[src/rtl/uart_tx_feeder.sv]
// Byte FIFO that feeds a UART transmitter one byte per frame, using a
// launch / wait-for-busy / wait-for-done handshake with a busy-rise timeout.
module uart_tx_feeder #(
  parameter int DEPTH    = 16,
  parameter int AW       = 4,
  parameter int BUSY_TMO = 7
) (
  input  logic          clk,
  input  logic          rst,
  input  logic          wr_en,
  input  logic [7:0]    wr_dat,
  output logic          full,
  output logic          empty,
  output logic [AW:0]   level,
  output logic          overflow,
  output logic          tx_en,
  output logic [7:0]    tx_dat,
  input  logic          tx_busy,
  output logic          tx_err
);

  typedef enum logic [1:0] {
    IDLE      = 2'd0,
    WAIT_BUSY = 2'd1,
    WAIT_DONE = 2'd2
  } state_e;

  localparam logic [AW:0]   LVL_FULL = (AW+1)'(DEPTH);
  localparam logic [AW:0]   LVL_ONE  = (AW+1)'(1);
  localparam logic [AW-1:0] PTR_ONE  = AW'(1);
  localparam logic [2:0]    TMO_LAST = 3'(BUSY_TMO - 1);

  state_e          state_q, state_d;
  logic [7:0]      mem_q [DEPTH];
  logic [AW-1:0]   wr_ptr_q, wr_ptr_d;
  logic [AW-1:0]   rd_ptr_q, rd_ptr_d;
  logic [AW:0]     level_q, level_d;
  logic [2:0]      cnt_q, cnt_d;
  logic [7:0]      tx_dat_q, tx_dat_d;
  logic            tx_en_q, overflow_q, tx_err_q;
  logic            push, drop, pop, timeout;

  // full/empty come straight from the level register, so acceptance never
  // depends on a same-cycle pop.
  assign full     = (level_q == LVL_FULL);
  assign empty    = (level_q == '0);
  assign level    = level_q;
  assign overflow = overflow_q;
  assign tx_en    = tx_en_q;
  assign tx_dat   = tx_dat_q;
  assign tx_err   = tx_err_q;

  assign push = wr_en & ~full;
  assign drop = wr_en & full;

  // State register
  always_ff @(posedge clk) begin
    // NOTE: sequential state uses non-blocking (<=) so every register samples pre-edge values.
    if (rst) begin
      state_q <= IDLE;
      cnt_q   <= '0;
    end else begin
      state_q <= state_d;
      cnt_q   <= cnt_d;
    end
  end

  // Next-state logic
  always_comb begin
    // NOTE: default first so no path leaves state_d unassigned (no latch).
    state_d = state_q;
    unique case (state_q)
      IDLE:      if (!empty && !tx_busy) state_d = WAIT_BUSY;
      WAIT_BUSY: begin
        if (tx_busy)                state_d = WAIT_DONE;
        else if (cnt_q == TMO_LAST) state_d = IDLE;
      end
      WAIT_DONE: if (!tx_busy) state_d = IDLE;
      default:   state_d = IDLE;
    endcase
  end

  // Output / control decode
  always_comb begin
    pop     = (state_q == IDLE) && !empty && !tx_busy;
    timeout = (state_q == WAIT_BUSY) && !tx_busy && (cnt_q == TMO_LAST);
    cnt_d   = (state_q == WAIT_BUSY) ? cnt_q + 3'd1 : 3'd0;
  end

  // FIFO bookkeeping and transmitter holding register
  always_comb begin
    wr_ptr_d = wr_ptr_q;
    rd_ptr_d = rd_ptr_q;
    level_d  = level_q;
    tx_dat_d = tx_dat_q;
    if (push) wr_ptr_d = wr_ptr_q + PTR_ONE;
    if (pop) begin
      rd_ptr_d = rd_ptr_q + PTR_ONE;
      tx_dat_d = mem_q[rd_ptr_q];
    end
    if (push && !pop)      level_d = level_q + LVL_ONE;
    else if (!push && pop) level_d = level_q - LVL_ONE;
  end

  always_ff @(posedge clk) begin
    if (rst) begin
      wr_ptr_q   <= '0;
      rd_ptr_q   <= '0;
      level_q    <= '0;
      tx_dat_q   <= 8'h00;
      tx_en_q    <= 1'b0;
      overflow_q <= 1'b0;
      tx_err_q   <= 1'b0;
    end else begin
      wr_ptr_q   <= wr_ptr_d;
      rd_ptr_q   <= rd_ptr_d;
      level_q    <= level_d;
      tx_dat_q   <= tx_dat_d;
      tx_en_q    <= pop;
      overflow_q <= drop;
      tx_err_q   <= timeout;
    end
  end

  // NOTE: storage has no reset; stale bytes are unreachable once the pointers and level clear.
  always_ff @(posedge clk) begin
    if (push) mem_q[wr_ptr_q] <= wr_dat;
  end

endmodule

[config.mk]
export PLATFORM = sky130hd
export DESIGN_NAME = uart_tx_feeder
export DESIGN_NICKNAME = d
export VERILOG_FILES = /design/src/rtl/uart_tx_feeder.sv
export SDC_FILE = /design/constraint.sdc
export NUM_CORES = 1
export LEC_CHECK = 0
export ABC_AREA = 0
export CORE_MARGIN = 2
export CORE_UTILIZATION = 60
export DETAILED_ROUTE_END_ITERATION = 7
export PLACE_DENSITY = 0.79
export SYNTH_ARGS = -nofsm -noshare
export SYNTH_HDL_FRONTEND = slang
export SYNTH_SLANG_ARGS = --single-unit
[constraint.sdc]
create_clock -name clk -period 3.4 [get_ports clk]
set_input_delay 0.51 -clock clk [delete_from_list [all_inputs] [get_ports clk]]
set_output_delay 0.51 -clock clk [all_outputs]
set_load 0.005 [all_outputs]
==> flow_summary.yaml, run 1 <==
setup_path:
  slowest_stage: "dfxtp_1"
  r2r_cells: 10
  critical_path_arrival_ps: 3170
  worstSetupPathType: "flop to flop"
  worst_setup_path_end_kind: "flop"
  cpPeakStageDelay_ps: 470
  cp-start-kind: "flop"
  cp_max_fo: 5
  crit_chain: "nor4_4, a2111oi_4, inv_2, ha_1, inv_1, ha_1, a21o_1, a21oi_1, mux2i_1, mux2_2"
  crit_top_cell: "ha_1"
  required_ps: 3820
routing:
  dr.first_iter.drc_count: 318
  avgRoutedWirePerCell_um: 20.9
  drtAntennaViolNets: 0
  dr.pass1.iters: 5
  vias_per_cell: 5.91
  totalWireLength_um: 12800
  post-route-drc-count: 0
  vias: 3597
yosys:
  synth_warnings: 0
  async_flop_share_pct: 0
  yosysTopAreaCell: "edfxtp_1"
  synth-edff-count: 128
  yosys-top-cells-area: "edfxtp_1, dfxtp_1, mux2i_1"
  synth_top_area_share_pct: 60.8
  netlist_instances: 414
  ys_seq_area_share_pct: 70.0
  synth_flop_cell: "edfxtp_1"
  yosysUniqueCellTypes: 41
  syn_avg_cell_area_um2: 15.3
  syn-num-nets: 439
  synth_seq_cells: 157
  syn_area_um2: 6320
place:
  gp_congestion: 0.782
  post-place-ws_ps: 234
  hpwlAfterDp_um: 7760
  port-buffer-count: 29
cts:
  clk_latency_ps: 520
  cts_resized: 0
  cts_setup_buffers: 0
  clk_path_buf_depth: 2
  cts_sinks: 157
  cts_tree: "built"
  cts_root_buf: "clkbuf_8"
  clk_pin_slew_worst_paths_ps: 70
  hold_buffers: 0
  htree_levels: 4
  cts-buffers-inserted: 17
grt:
  grt_pass1_wl_um: 19800
  grt_use_total_pct: 24.1
  grt_max_degree: 36
  grt_pass1_vias: 3557
  grt-ovfl-total: 0
  antenna_found_initial: 0
floorplanning:
  die_w_um: 107
  ios: 30
  coreArea_um2: 10300
  die_height_um: 107
  start_util_pct: 61.5
  rows: 37
  die_area_um2: 11400
finish:
  fill_cells: 642
  layout_commonest_cell: "edfxtp_1"
  area_delta_synth_final_pct: 17.9
  antennaDiodeCount: 0
  drive_gt1_share_pct: 15.2
  final_cell_mix: "edfxtp_1, mux2i_1, nor2_1"
  nNetsFinal: 485
sta:
  final.min_clock_period_ps: 2750
  timing.final.crit_share_pct: 80.9
  relSlewSlack_pct: 44.7
  finalWorstSetupSlack_ps: 649
  clock_skew_ps: 13.7
  rsz0062_at_grt: "false"
  hold_ws_ps: 450
  finalHoldViolCount: 0
  worst_slew_pin_slew_ps: 827
  fmax_mhz: 364
  fin_tns_setup_ps: 0
  report.final.slew_viol_count: 0
  setup_viol: 0
power_and_ir_drop:
  p_clk_share_pct: 36.8
  p_seq_share_pct: 42.6
  combPwrFrac_pct: 20.6
  switching_share_pct: 26.8
  ir_worst_vdd_mv: 0.513
  p_leak_nw: 2.46
  p_sw_mw: 1.48
  intPower_mw: 4.03
  powerDensity_nw_per_um2: 739
job:
  maxCapViolCount: 0
min_path:
  worstHoldPathCells: 1
  hold_class: "flop to flop"
status:
  outcome: "completed"
==> stage by stage <==
step / util, % / total power, mW / std cells / instance area, µm²
2_1_floorplan: - / 3.06 / 414 / 6320
3_3_place_gp: 66.3 / 3.46 / 577 / 6810
3_5_place_dp: 66.3 / 3.50 / 577 / 6810
4_1_cts: 72.5 / 5.53 / 609 / 7450
5_1_grt: 72.5 / 5.73 / 609 / 7450
6_report: 72.5 / 5.51 / 609 / 7450
==> critical path, delay by kind of cell, from the launching register on <==
family	cells	cell delay, ps
simple gates	1	120
mux	2	560
flops	1	470
buf+inv	2	230
fa+ha+maj	2	490
compound gates	3	780
==> sequential cells by signal (all words and copies together) (netlist names) <==
name      cells
cnt_q         3
level         5
mem_q       128
overflow      1
rd_ptr_q      4
state_q       2
tx_dat        8
tx_en         1
tx_err        1
wr_ptr_q      4
==> cell usage after synthesis, drive strengths merged, types with 2 or more instances <==
cell type  instances
nand2             14
o22ai             14
nand4              2
ha                12
nor3              14
dfxtp             29
nor4               9
xor2               7
a2bb2oi            2
mux4               2
mux2              17
nor2              45
xnor2              4
and2               2
buf               13
nand3b             2
clkbuf             7
o221ai             7
mux2i             46
nand2b             3
inv                9
a22oi              7
edfxtp           128
a21oi              7
==> kinds of logic (layout without fill, tap and decap cells) <==
family                     Yosys count  count (layout)  synth area share [%]
AOI/OAI and AO/OA                   42              42                  4.99
xor gates and xnor gates            11              11                  1.52
adders and majority gates           13              13                  2.69
buffers and inverters               29              88                  2.40
DFF                                157             157                  70.0
muxes                               65              65                  11.0
and+or+nand+nor                     97              97                  7.35
==> metal layers <==
metal | part of all wire (%) | vias to the layer above | wire (µm) | global-route usage (%)
met4 | 2.8 | 0 | 352 | 10.5
met1 | 41 | 1778 | 5280 | 31.2
met2 | 49 | 131 | 6240 | 38.2
met5 | 0 | - | 0 | 0
li1 | - | 1665 | - | -
met3 | 6.9 | 23 | 878 | 7.05
==> path summary, 6_finish.rpt <==
check | from | to | slack (ps)
worst min register to register | cnt_q[0]$_SDFF_PP0_ | cnt_q[0]$_SDFF_PP0_ | 450
worst min-delay path | cnt_q[0]$_SDFF_PP0_ | cnt_q[0]$_SDFF_PP0_ | 450
worst max register to register | level[0]$_SDFFE_PP0P_ | level[4]$_SDFFE_PP0P_ | 650
worst max-delay path | level[0]$_SDFFE_PP0P_ | level[4]$_SDFFE_PP0P_ | 650
==> power by group through the flow <==
| stage | Clock, mW | Sequential [mW] | Combinational [mW] |
|---|---|---|---|
| after floorplan | 0 | 2.35 | 0.714 |
| after global placement | 0 | 2.37 | 1.08 |
| after detailed placement | 0 | 2.38 | 1.12 |
| after CTS | 2.04 | 2.34 | 1.14 |
| after global routing | 2.13 | 2.36 | 1.24 |
| final | 2.03 | 2.35 | 1.14 |
==> layout make-up <==
class	instances	area (µm²)	share of cell area [%]
inverters	9	33.8	0.454
well taps	136	170	2.28
clock buffers	19	422	5.66
flip-flops and latches	157	4430	59.4
multi-input cells	228	1740	23.4
clock inverters	13	214	2.87
repair buffers	47	438	5.88
Note: power is estimated with default switching activity, not from simulation.
==> run 2: changes to the inputs <==
Clock period 3.4 ns to 2.8 ns, I/O delays scaled along.
==> run 2 against run 1 <==
- sequential power increased by 20%
- critical endpoint unchanged
- global-route usage decreased by 0.25 points
- first-iteration DRC count decreased by 13%
==> flow_summary.yaml, run 2 (synthesis gave the netlist of run 1 again) <==
status:
  outcome: "completed"
power_and_ir_drop:
  total_power_mw: 6.42
  ir_worst_vdd_mv: 0.526
  p_leak_nw: 2.47
  powerDensity_nw_per_um2: 863
min_path:
  hold_class: "flop to flop"
routing:
  totalWireLength_um: 12500
  avgRoutedWirePerCell_um: 20.1
  vias_per_cell: 5.81
  dr.first_iter.drc_count: 277
  drtAntennaViolNets: 0
  vias: 3607
  dr.pass1.iters: 5
  post-route-drc-count: 0
sta:
  clock_skew_ps: 8.50
  finalHoldViolCount: 0
  report.final.slew_viol_count: 0
  worst_slew_pin_slew_ps: 593
  setup_viol: 0
  fmax_mhz: 383
  relSlewSlack_pct: 60.4
  hold_ws_ps: 449
  fin_tns_setup_ps: 0
  timing.final.crit_share_pct: 93.3
  final.min_clock_period_ps: 2610
floorplanning:
  coreArea_um2: 10300
  start_util_pct: 61.5
  rows: 37
  die_height_um: 107
  ios: 30
  die_w_um: 107
  die_area_um2: 11400
finish:
  largest_reg_flops: 128
  area_delta_synth_final_pct: 17.7
  fill_cells: 681
  layout_commonest_cell: "edfxtp_1"
  drive_gt1_share_pct: 17.5
  largest-register: "mem_q"
  antennaDiodeCount: 0
  nNetsFinal: 497
  final_cell_mix: "edfxtp_1, mux2i_1, nor2_1"
cts:
  cts_sinks: 157
  cts_tree: "built"
  clk_latency_ps: 540
  clk_pin_slew_worst_paths_ps: 60
  clk_path_buf_depth: 2
  cts-buffers-inserted: 17
  cts_root_buf: "clkbuf_8"
  hold_buffers: 0
  htree_levels: 4
grt:
  grt_pass1_wl_um: 19600
  grt_pass1_vias: 3607
  antenna_found_initial: 0
  grt_max_degree: 35
  grt-ovfl-total: 0
  grt_use_total_pct: 23.8
setup_path:
  critical_path_arrival_ps: 3030
  required_ps: 3220
  worstSetupPathType: "flop to flop"
  worst_setup_path_end_kind: "flop"
  cp_max_fo: 4
  cp-start-kind: "flop"
job:
  maxCapViolCount: 0
place:
  port-buffer-count: 29
  gp_congestion: 0.763
  hpwlAfterDp_um: 8150
run 2: worst paths after layout:
| check | from | to | slack, ps | cells after the start |
|---|---|---|---|---|
| max | level[0]$_SDFFE_PP0P_ | level[4]$_SDFFE_PP0P_ | 190 | 11 |
| min | cnt_q[0]$_SDFF_PP0_ | cnt_q[0]$_SDFF_PP0_ | 450 | 1 |
| max reg2reg | level[0]$_SDFFE_PP0P_ | level[4]$_SDFFE_PP0P_ | 190 | 11 |
| min reg2reg | cnt_q[0]$_SDFF_PP0_ | cnt_q[0]$_SDFF_PP0_ | 450 | 1 |
run 2: timing repair:
action / in CTS / in global routing
endpoints found under the hold margin: 0 / 0
gates resized for setup: 0 / 2
setup endpoints to repair: 0 / 1
buffers inserted: 0 / 1
run 2: critical path, stage by stage, from the launching register on:
cell	delay, ps
dfxtp_1	330
nor4_4	420
a2111oi_4	130
inv_2	80
ha_2	200
inv_1	70
buf_4	150
ha_1	210
a21o_1	170
a21oi_1	180
mux2i_1	220
mux2_2	350
run 2: final cells by class:
type	instances	area [µm²]	area share [%]
multi-input combinational	228	1750	23.5
clock inverter	12	118	1.58
tap	136	170	2.29
timing repair buffer	59	515	6.93
sequential	157	4430	59.6
inverter	9	33.8	0.454
clock buffer	20	425	5.72
run 2: where the power goes:
group / internal (mW) / leakage [nW] / switching, mW
Combinational: 0.724 / 0.822 / 0.783
Sequential: 2.69 / 1.39 / 0.120
Clock: 1.19 / 0.257 / 0.913
Total: 4.60 / 2.47 / 1.82
run 2: through the flow:
step	instances	worst slack, ps	area, µm²	utilization, %
finish	621	188	7440	72.4
detailed placement	588	-165	6880	67.0
CTS	620	131	7430	72.3
floorplan	414	98.9	6320	-
global placement	588	-76.6	6880	67.0
global route	621	-0.124	7440	72.4
run 2: layer usage:
layer	GRT usage [%]	vias up	part of all wire (%)
met1	30.9	1782	42
met2	39.2	115	50
met4	9.93	0	2.1
met3	5.35	24	6.1
li1	-	1686	-
met5	0	-	0
==> RTL edit: new RTL, settings of run 1 <==
Set the parameter `DEPTH` to 8 (it was 16).
--- a/src/rtl/uart_tx_feeder.sv
+++ b/src/rtl/uart_tx_feeder.sv
@@ -2,5 +2,5 @@
 // launch / wait-for-busy / wait-for-done handshake with a busy-rise timeout.
 module uart_tx_feeder #(
-  parameter int DEPTH    = 16,
+  parameter int DEPTH    = 8,
   parameter int AW       = 4,
   parameter int BUSY_TMO = 7
Formal check against the unedited RTL: not equivalent (Yosys sat finds a counterexample within 10 cycles, from zero or initial values and one cycle with rst high).
==> RTL edit against run 1 <==
Area after synthesis decreased by 41%; total power is 41% lower; die area shrank 40%; final area down 42%; worst setup slack better by 69 ps; routed wire length shrank 49%; sequential cell count decreased by 66; count of clock-buffer cells in the layout decreased by 9; utilization grew 0.38 points; sequential power decreased by 38%.
==> RTL edit: results (changes against run 1) <==
[metrics] vias after detailed routing: 2,076 (-42%)
[metrics] fraction of post-synthesis cell area in the top cell type by area: 51.5% (-9.4 points)
[metrics] Layout Skew: 10.1 ps (-3.62 ps)
[metrics] Reg2Reg Setup Slack: 800 ps (+150 ps)
[metrics] first-pass GRT wire length: 10,700 microns (-46%)
[metrics] clock edge transition at the registers on the reported setup and hold paths: 90 ps (+20 ps)
[metrics] level count of the clock H-tree: 3 (-1)
[metrics] met2 usage in global routing: 32.7% (-5.5 points)
[metrics] max FFs per register: 64 (-50%)
[metrics] Max IR drop VDD: 0.473 mV (-7.7%)
[metrics] global routing met1 resource utilization: 28.2% (-3.0 points)
[metrics] met3 Use GR: 4.87% (-2.2 points)
[metrics] placed cell areas: 4120 sq um (-39%)
[metrics] DR pass1 iterations: 4 (-1)
[metrics] number of violations reported at the end of detailed-routing iteration 0: 179 (-44%)
[metrics] syn nets: 251 (-43%)
[metrics] routability-driven placement congestion ratio: 0.757 (-3.1%)
[metrics] peak per-stage delay on the critical path: 490 ps (+20 ps)
[metrics] CP Launch Point: tx_busy
[metrics] outcome: completed
[metrics] total global routing track utilization: 20.4% (-3.7 points)
[metrics] clock buffers created by TritonCTS: 9 (-8)
[metrics] clock insertion delay at the later pin of the skew report: 350 ps (-170 ps)
[metrics] Crit path arrival time: 2920 ps (-250 ps)
[metrics] post-DP HPWL: 4220 microns (-46%)
[RTL edit: cell types whose count changed after synthesis, sizes merged, moves of 7 or more]
cell	run 1	this run
nor2	45	33
a22oi	7	0
o221ai	7	0
buf	13	5
nor3	14	4
nor4	9	2
nand2	14	5
a211oi	1	9
edfxtp	128	64
mux2i	46	10
o22ai	14	0
mux4	2	16
mux2	17	1
[RTL edit: power by group through the flow]
stage                     Clock (uW)  Combinational, uW  Sequential, uW
after floorplan                    0                744            1430
after global placement             0                982            1470
after detailed placement           0               1000            1480
after CTS                        800               1010            1450
after global routing             843               1110            1470
final                            778               1000            1450
[RTL edit: cells by family (layout without fill, tap and decap cells)]
logic type,after synthesis,count (layout),synth area share [%]
AO/OA/AOI/OAI,22,22,5.13
buffers and inverters,16,64,3.05
XOR/XNOR,8,8,1.88
AND/OR/NAND/NOR,55,55,7.51
adder cells (fa/ha/maj),10,10,3.55
multiplexers,27,27,12.9
flip-flops,91,91,66.0
[RTL edit: layer usage]
layer | routed length (microns) | part of all wire, %
met3 | 282 | 4.3
met1 | 2950 | 45
met5 | 0 | 0
met2 | 3240 | 50
met4 | 65 | 0.99
[RTL edit: layout make-up]
cell class                 count  area (sq um)
clock inverter                 6          87.6
fill                         386          1620
tap                           75          93.8
multi-input combinational    122          1160
timing repair buffer          42           388
clock buffer                  10           128
sequential                    91          2460
inverter                       6          22.5
[RTL edit: critical path: cells and delay by family]
kind / cells / cell delay [ps]
fa+ha+maj: 2 / 510
buf+inv: 3 / 720
simple gates: 1 / 170
compound gates: 4 / 670
mux: 1 / 340
[RTL edit: per-stage QoR]
step                      setup WS (ps)  std cells  hold WS, ps
after floorplan                     754        229          417
after global placement              418        336          429
after detailed placement            376        336          447
after CTS                           738        352          460
after global routing                570        352          483
final                               718        352          455
